**config.mk**
```make
export PLATFORM = sky130hd
export DESIGN_NAME = mul_booth_wallace_pipe
export DESIGN_NICKNAME = d
export VERILOG_FILES = /design/src/rtl/mul_booth_wallace_pipe.sv
export SDC_FILE = /design/constraint.sdc
export NUM_CORES = 2
export LEC_CHECK = 0
export BUFFER_PORTS_ARGS = -buffer_cell sky130_fd_sc_hd__buf_2
export CORE_ASPECT_RATIO = 0.6
export CORE_MARGIN = 8
export CORE_UTILIZATION = 65
export CTS_CLUSTER_SIZE = 30
export DETAILED_ROUTE_END_ITERATION = 6
export PLACE_DENSITY = 0.82
export SYNTH_ARGS = -nofsm -noshare
export SYNTH_HDL_FRONTEND = slang
export SYNTH_SLANG_ARGS = --single-unit
```
**constraint.sdc**
```tcl
create_clock -name clk -period 9.7 [get_ports clk]
set_input_delay 0.485 -clock clk [delete_from_list [all_inputs] [get_ports clk]]
set_output_delay 0.485 -clock clk [all_outputs]
set_load 0.02 [all_outputs]
```
**src/rtl/mul_booth_wallace_pipe.sv**
```systemverilog
// mul_booth_wallace_pipe: pipelined radix-4 Booth multiplier with a Wallace-tree reduction.
//   S1 forms the Booth partial products, S2 reduces them to sum/carry rows with 3:2 cells,
//   and S3 does the final add into out_prod. Handshakes are valid/ready at both ends, and a
//   tag rides alongside each operation. WIDTH must be even and at least 4.
//   Optional: define MUL_FLUSH_EN to add the flush input, which kills all in-flight operations.
module mul_booth_wallace_pipe #(
  parameter int unsigned WIDTH = 32,
  parameter int unsigned TAG_W = 5
) (
  input  logic               clk,
  input  logic               resetn,
  input  logic               in_valid,
  output logic               in_ready,
  input  logic               in_signed,
  input  logic [WIDTH-1:0]   in_a,
  input  logic [WIDTH-1:0]   in_b,
  input  logic [TAG_W-1:0]   in_tag,
  output logic               out_valid,
  input  logic               out_ready,
  output logic [2*WIDTH-1:0] out_prod,
  output logic [TAG_W-1:0]   out_tag,
`ifdef MUL_FLUSH_EN
  input  logic               flush,
`endif
  output logic               busy
);

  localparam int EXT  = WIDTH + 2;      // extended operand width
  localparam int PW   = 2 * WIDTH;      // product width
  localparam int NDIG = WIDTH / 2 + 1;  // Booth digits over the extended multiplier
  localparam int ROWS = NDIG + 2;       // digit rows + correction-bit row + compensation row

  // Number of 3:2 levels needed to bring n rows down to two.
  function automatic int tree_levels(int n);
    int lv;
    int m;
    lv = 0;
    m  = n;
    while (m > 2) begin
      m  = 2 * (m / 3) + (m % 3);
      lv = lv + 1;
    end
    return lv;
  endfunction

  // Each row carries an inverted sign bit in place of its sign extension. This constant
  // subtracts the 2^(EXT+2i) that the inversion adds, so the rows sum to the true product.
  function automatic logic [PW-1:0] sign_comp();
    logic [PW-1:0] acc;
    acc = '0;
    for (int i = 0; i < NDIG; i++) begin
      if (EXT + 2 * i < PW) acc = acc + (PW'(1) << (EXT + 2 * i));
    end
    return ~acc + PW'(1);
  endfunction

  localparam int            LEVELS    = tree_levels(ROWS);
  localparam logic [PW-1:0] SIGN_COMP = sign_comp();

  // Pipeline state
  logic             v1_q, v2_q, v3_q;
  logic [TAG_W-1:0] tag1_q, tag2_q, tag3_q;
  logic [PW-1:0]    pp_q [ROWS];
  logic [PW-1:0]    sum_q, carry_q, prod_q;

  logic             adv1, adv2, adv3, flush_int;
  logic [EXT-1:0]   a_ext, b_ext;
  logic [EXT:0]     b_pad;
  logic [PW-1:0]    pp_d [ROWS];
  logic [PW-1:0]    sum_d, carry_d;

`ifdef MUL_FLUSH_EN
  assign flush_int = flush;
`else
  assign flush_int = 1'b0;
`endif

  // Handshake and stall chain; in_ready never looks at in_valid.
  assign adv3      = !v3_q || out_ready;
  assign adv2      = !v2_q || adv3;
  assign adv1      = !v1_q || adv2;
  assign in_ready  = adv1 && !flush_int;
  assign out_valid = v3_q;
  assign out_prod  = prod_q;
  assign out_tag   = tag3_q;
  assign busy      = v1_q || v2_q || v3_q;

  // Extension to EXT bits makes both modes a plain signed Booth multiply.
  assign a_ext = in_signed ? {{2{in_a[WIDTH-1]}}, in_a} : {2'b00, in_a};
  assign b_ext = in_signed ? {{2{in_b[WIDTH-1]}}, in_b} : {2'b00, in_b};
  assign b_pad = {b_ext, 1'b0};

  // S1: Booth recoding and partial-product rows.
  always_comb begin
    logic [2:0]   trip;
    logic [EXT:0] mag;
    logic         neg;
    logic [EXT:0] row;
    pp_d[NDIG]     = '0;
    pp_d[NDIG + 1] = SIGN_COMP;
    for (int i = 0; i < NDIG; i++) begin
      trip = b_pad[2 * i +: 3];
      mag  = '0;
      neg  = 1'b0;
      case (trip)
        3'b001, 3'b010: mag = {a_ext[EXT-1], a_ext};
        3'b011:         mag = {a_ext, 1'b0};
        3'b100: begin
          mag = {a_ext, 1'b0};
          neg = 1'b1;
        end
        3'b101, 3'b110: begin
          mag = {a_ext[EXT-1], a_ext};
          neg = 1'b1;
        end
        default: begin
          mag = '0;
          neg = 1'b0;
        end
      endcase
      // One's complement here; the +1 lands in the correction row at the digit's weight.
      row               = neg ? ~mag : mag;
      pp_d[i]           = PW'({~row[EXT], row[EXT-1:0]}) << (2 * i);
      pp_d[NDIG][2 * i] = neg;
    end
  end

  // S1 register: partial-product rows, tag and valid.
  always_ff @(posedge clk or negedge resetn) begin
    if (!resetn) begin
      v1_q   <= 1'b0;
      tag1_q <= '0;
      for (int r = 0; r < ROWS; r++) pp_q[r] <= '0;
    end else begin
      if (flush_int) begin
        v1_q <= 1'b0;
      end else if (adv1) begin
        v1_q <= in_valid;
      end
      if (in_valid && in_ready) begin
        tag1_q <= in_tag;
        for (int r = 0; r < ROWS; r++) pp_q[r] <= pp_d[r];
      end
    end
  end

  // S2: Wallace tree of per-column 3:2 cells down to sum and carry rows.
  always_comb begin
    logic [PW-1:0] w [ROWS];
    logic [PW-1:0] n [ROWS];
    int            cnt;
    int            grp;
    for (int r = 0; r < ROWS; r++) begin
      w[r] = pp_q[r];
      n[r] = '0;
    end
    cnt = ROWS;
    for (int lv = 0; lv < LEVELS; lv++) begin
      grp = cnt / 3;
      for (int r = 0; r < ROWS; r++) n[r] = '0;
      for (int k = 0; k < ROWS / 3; k++) begin
        if (k < grp) begin
          n[2 * k]     = w[3 * k] ^ w[3 * k + 1] ^ w[3 * k + 2];
          // Shift drops the carry out of the top column.
          n[2 * k + 1] = ((w[3 * k] & w[3 * k + 1]) | (w[3 * k] & w[3 * k + 2]) |
                          (w[3 * k + 1] & w[3 * k + 2])) << 1;
        end
      end
      // Leftover rows (fewer than three) pass straight through to the next level.
      for (int j = 0; j < 2; j++) begin
        if (j < cnt - 3 * grp) n[2 * grp + j] = w[3 * grp + j];
      end
      cnt = cnt - grp;
      for (int r = 0; r < ROWS; r++) w[r] = n[r];
    end
    sum_d   = w[0];
    carry_d = w[1];
  end

  // S2 register: sum and carry rows.
  always_ff @(posedge clk or negedge resetn) begin
    if (!resetn) begin
      v2_q    <= 1'b0;
      tag2_q  <= '0;
      sum_q   <= '0;
      carry_q <= '0;
    end else begin
      if (flush_int) begin
        v2_q <= 1'b0;
      end else if (adv2) begin
        v2_q <= v1_q;
      end
      if (adv2 && v1_q) begin
        tag2_q  <= tag1_q;
        sum_q   <= sum_d;
        carry_q <= carry_d;
      end
    end
  end

  // S3 register: final carry-propagate add into the output.
  always_ff @(posedge clk or negedge resetn) begin
    if (!resetn) begin
      v3_q   <= 1'b0;
      tag3_q <= '0;
      prod_q <= '0;
    end else begin
      if (flush_int) begin
        v3_q <= 1'b0;
      end else if (adv3) begin
        v3_q <= v2_q;
      end
      if (adv3 && v2_q) begin
        tag3_q <= tag2_q;
        prod_q <= sum_q + carry_q;
      end
    end
  end

endmodule

```
Word level (Yosys, flattened, before mapping)
Cells that the tools add are included.

$add $sub $neg: 1. Bitwise operators: 151. Reductions and logical operators: 61. Equality and inequality tests: 99. Muxes and demuxes: 53.

Operator list (count): 63-bit bitwise OR (17); 35-bit one-hot mux with 2 select lines (15); 63-bit bitwise AND (15); 64-bit bitwise XOR (11); 35-bit two-way mux (15); 35-bit inverter (15); 53-bit by 63-bit bitwise AND with 63-bit output (3); 3-bit equality test, second input constant (48); 63-bit by 33-bit bitwise AND with 63-bit output (2); 63-bit by 62-bit bitwise AND with 63-bit output (2); 46-bit by 52-bit bitwise AND with 52-bit output (2); 52-bit bitwise OR (2); 34-bit two-way mux (3); 3-bit by 2-bit equality test with 1-bit output, second input constant (32); 45-bit bitwise OR (2); 34-bit one-hot mux with 2 select lines (1); 64-bit adder (1); 32-bit one-hot mux with 2 select lines (1); 4-bit OR reduction (16); 53-bit by 64-bit bitwise XOR with 64-bit output (1); 63-bit by 64-bit bitwise XOR with 64-bit output (1); 64-bit by 33-bit bitwise XOR with 64-bit output (1); 52-bit by 63-bit bitwise AND with 63-bit output (1); 57-bit by 63-bit bitwise AND with 63-bit output (1); 71 further kinds (157).

Input bits: 74. Bits in registers: 818. Word-level logic and storage cells: 393.

Depth between registers and ports, before layout
Depth after elaboration: 18. Mapped depth: 13. Gate-level depth less buffers: 13.

Least setup slack after synthesis
Ideal clock, no wire load.

Path type: flip-flop to flip-flop. Start point: register pp_q[492] in the netlist's numbering. End point: register sum_q[44]. Library setup time: 0.125 ns. Data arrival time: 3.694 ns. Path buffers: 0. Data required time: 9.575 ns. Stages on the path, launching flop included: 12. Setup slack: 5.881 ns. Cells stage by stage: dfrtp_1 fa_1 inv_1 fa_1 fa_1 inv_1 fa_1 inv_1 fa_1 inv_1 fa_1 mux2_2.

Cells in the longest elaborated chain, start to end: 10.

Ends and longest elaborated chain: from (decl) (line 63) `logic [PW-1:0] pp_q [ROWS];`; 55-bit by 57-bit bitwise XOR with 57-bit output (line 163) `n[2 * k] = w[3 * k] ^ w[3 * k + 1] ^ w[3 * k + 2];`; 57-bit by 58-bit bitwise XOR with 58-bit output (line 163); 58-bit by 63-bit bitwise XOR with 63-bit output (line 163); 53-bit by 63-bit bitwise XOR with 63-bit output (line 163); 63-bit by 64-bit bitwise XOR with 64-bit output (line 163); 53-bit by 64-bit bitwise XOR with 64-bit output (line 163); 64-bit bitwise XOR (4 in series) (line 163); net sum_d[44] (line 70) `logic [PW-1:0] sum_d, carry_d;`; to (signal assigned) (line 195) `sum_q <= sum_d;`; to (decl) (line 64) `logic [PW-1:0] sum_q, carry_q, prod_q;`.

The timed path passes the listed nets, and every way through them passes these cells. A chain may end at the register's enable or synchronous reset.

Worst setup path after layout
Start point: register pp_q[491] in the netlist's numbering. End point: register sum_q[43].

The elaborated chain is that of the path after synthesis.

==> impl_metrics.ini <==
[synth]
muxShareOfSynthArea_pct = 3.33
ys_seq_elements = 814
synth_top_family_by_area = adder cells
synth_cell_type_count = 61
synth_compound_area_share_pct = 14.5
ys.warnings.count = 0
ys.flop_type = dfrtp_1
synthAdderAreaFrac_pct = 22.9
syn-num-nets = 6979
synth_xor_area_share_pct = 8.58
synth_edf_count = 0
async_reset_ff_share_pct = 100
netlist_instances = 6128
avgSynthCellArea_um2 = 9.58
syn-cell-area_um2 = 58700
seq_area_frac_synth_pct = 34.7
yosys.area_share.simple_pct = 7.51

[drt]
viasPerCell = 6.47
avgRoutedWirePerCell_um = 26.1
drt_iter0_markers = 6258
first_pass_iters = 6
wirelength_mm = 189
drc = 0
ant_nets = 0
vias = 46776

[worst_hold_path]
hold_path_class = in2reg

[setup_path]
cp.arrival_ns = 4.63
worstPathMaxFanout = 2
required_ns = 10.27
critPathCaptureType = flop
cp.buffers_inverters = 4
startpoint_type = flop
path_class = reg2reg
cpMostUsedCell = fa_1
cpPeakStageDelay_ns = 0.56
crit_slowest_cell = fa_1
cp_cell_sequence = fa_1 > inv_1 > fa_1 > inv_1 > fa_1 > fa_1 > inv_1 > fa_1 > inv_1 > fa_1 > mux2_2
crit_family = adder cells

[finish]
instances_no_fill = 7232
syn_to_final_growth_pct = 7.21
mostFrequentLayoutCells = inv_1 (842), dfrtp_1 (814), nand2_1 (774)
layout.cells.most_common = inv_1
nNetsFinal = 6796
utilization_pct = 70.3
n_fill_cell = 6441
drive_gt1_share_pct = 9.04

[sta]
worst_slew_pin_slew_ns = 1.32
setup_tns_ns = 0
clock-skew-final_ns = 0.0279
max_clock_freq_mhz = 246
timing.hold.ws_ns = 0.0402
hold_violations = 0
slew_headroom_pct = 12.0
rsz0062_at_grt = no
fin_crit_sh_pct = 41.9
period_minus_slack_ns = 4.06
finalMaxSlewViolations = 0
final-setup-viol-count = 0

[pwr]
ir_drop_mv = 0.433
power_density_nw_per_um2 = 431
p_leak_nw = 29.7

[clock_network]
cts-hold-fix-buffers = 6
ctsResizeCount = 0
clk_pin_slew_ns = 0.07
cts_buffers = 81
ctsRootBufferMaster = clkbuf_16
tritoncts = yes
cts_max_path_buffers = 3
cts_setup_buffers = 0
clock-sinks = 814
clock_latency_ns = 0.70
htree_levels = 3

[flow_run]
maxCapViolations = 0

[grt]
grt_pass1_vias = 47175
grt-ovfl-total = 0
antenna_found_initial = 7
grtUsageTotal_pct = 37.1
grt_max_degree = 287
grt_pass1_wl_mm = 287

[placement]
io_buffers = 145
dp_hpwl_mm = 116
gp_congestion = 0.981
placed_cells = 7074

[die]
rows = 85
die_h_um = 249
num_io_pins = 146
start_util_pct = 65.6
die_width_um = 404
die-area_um2 = 101000
core_um2 = 89500

[status]
outcome = finished clean
-- cell usage after synthesis (10+ instances only) --
cell        n  area [um2]
a21o_1     35         263
a21oi_1    78         390
a221oi_1  127        1110
a22oi_1   372        2790
a31oi_1    11        68.8
and2_1     20         125
and3_1     10        62.6
buf_1      65         244
clkbuf_1  433        1630
dfrtp_1   814       20400
fa_1      494        9890
ha_1      283        3540
inv_1     842        3160
mux2_2    146        1640
mux2i_1    31         310
nand2_1   777        2920
nand3_1    43         215
nand4_1    12        75.1
nor2_1    196         736
nor3_1     12        60.1
o21a_1     19         143
o21ai_0   587        2940
o21ai_1    44         220
o21bai_1   16         120
o31ai_1    21         158
xnor2_1   304        2660
xor2_1    271        2370
-- area by class of cell --
cell class	count	area, um2	area share [%]
Sequential cell	814	20400	32.4
Inverter	842	3160	5.02
Clock buffer	116	2340	3.72
Timing Repair Buffer	233	1500	2.38
Multi-Input combinational cell	3973	33600	53.4
Clock inverter	31	453	0.719
Antenna cell	5	12.5	0.0199
Tap cell	1218	1520	2.42
-- final timing paths --
kind,start,to,slack [ns],cells past startpoint
worst max-delay path,pp_q[491]$_DFFE_PN0P_,sum_q[43]$_DFFE_PN0P_,5.64,11
worst min-delay path,in_valid,v1_q$_DFFE_PN0N_,0.04,2
worst max register to register,pp_q[491]$_DFFE_PN0P_,sum_q[43]$_DFFE_PN0P_,5.64,11
worst min register to register,pp_q[179]$_DFFE_PN0P_,pp_q[179]$_DFFE_PN0P_,0.47,2
max in group asynchronous,resetn,pp_q[667]$_DFFE_PN0P_,7.15,4
min in group asynchronous,resetn,tag2_q[3]$_DFFE_PN0P_,0.39,2
-- per-stage QoR --
step | total power [mW] | worst slack [ns] | instance area (um2)
2_1_floorplan | 17.4 | 5.88 | 58700
3_3_place_gp | 22.2 | 5.80 | 60100
3_5_place_dp | 23.3 | 5.74 | 60100
4_1_cts | 26.8 | 5.68 | 62900
5_1_grt | 29.4 | 5.56 | 63000
6_report | 27.2 | 5.64 | 63000
-- registers in the layout, summed over array words and instances (netlist names) --
name and flops:
pp_q 609, out_prod 64, sum_q 64, carry_q 59, out_tag 5, tag1_q 5
tag2_q 5, out_valid 1, v1_q 1, v2_q 1
-- layer usage --
metal  part of all wire (%)  vias to the layer above  GRT usage [%]
met5                  0.014                        -              0
li1                       -                    19444              -
met2                     41                     3565           51.9
met3                     16                      765           16.1
met4                    5.6                        4           16.8
met1                     37                    22998           49.9
-- cell families (layout without fill, tap and decap cells) --
logic type	count (synthesis)	in the layout
xor gates and xnor gates	575	575
adders and majority gates	777	777
DFF	814	814
other	0	5
buffers and inverters	1341	1222
and+or+nand+nor	1101	1101
AOI/OAI and AO/OA	1343	1343
muxes	177	177
-- where the power goes --
part           switching [mW]  internal, mW
sequential              0.641          4.44
clock                    1.49          1.95
combinational            10.5          8.08
total                    12.7          14.5
(Power assumes the default switching activity.)
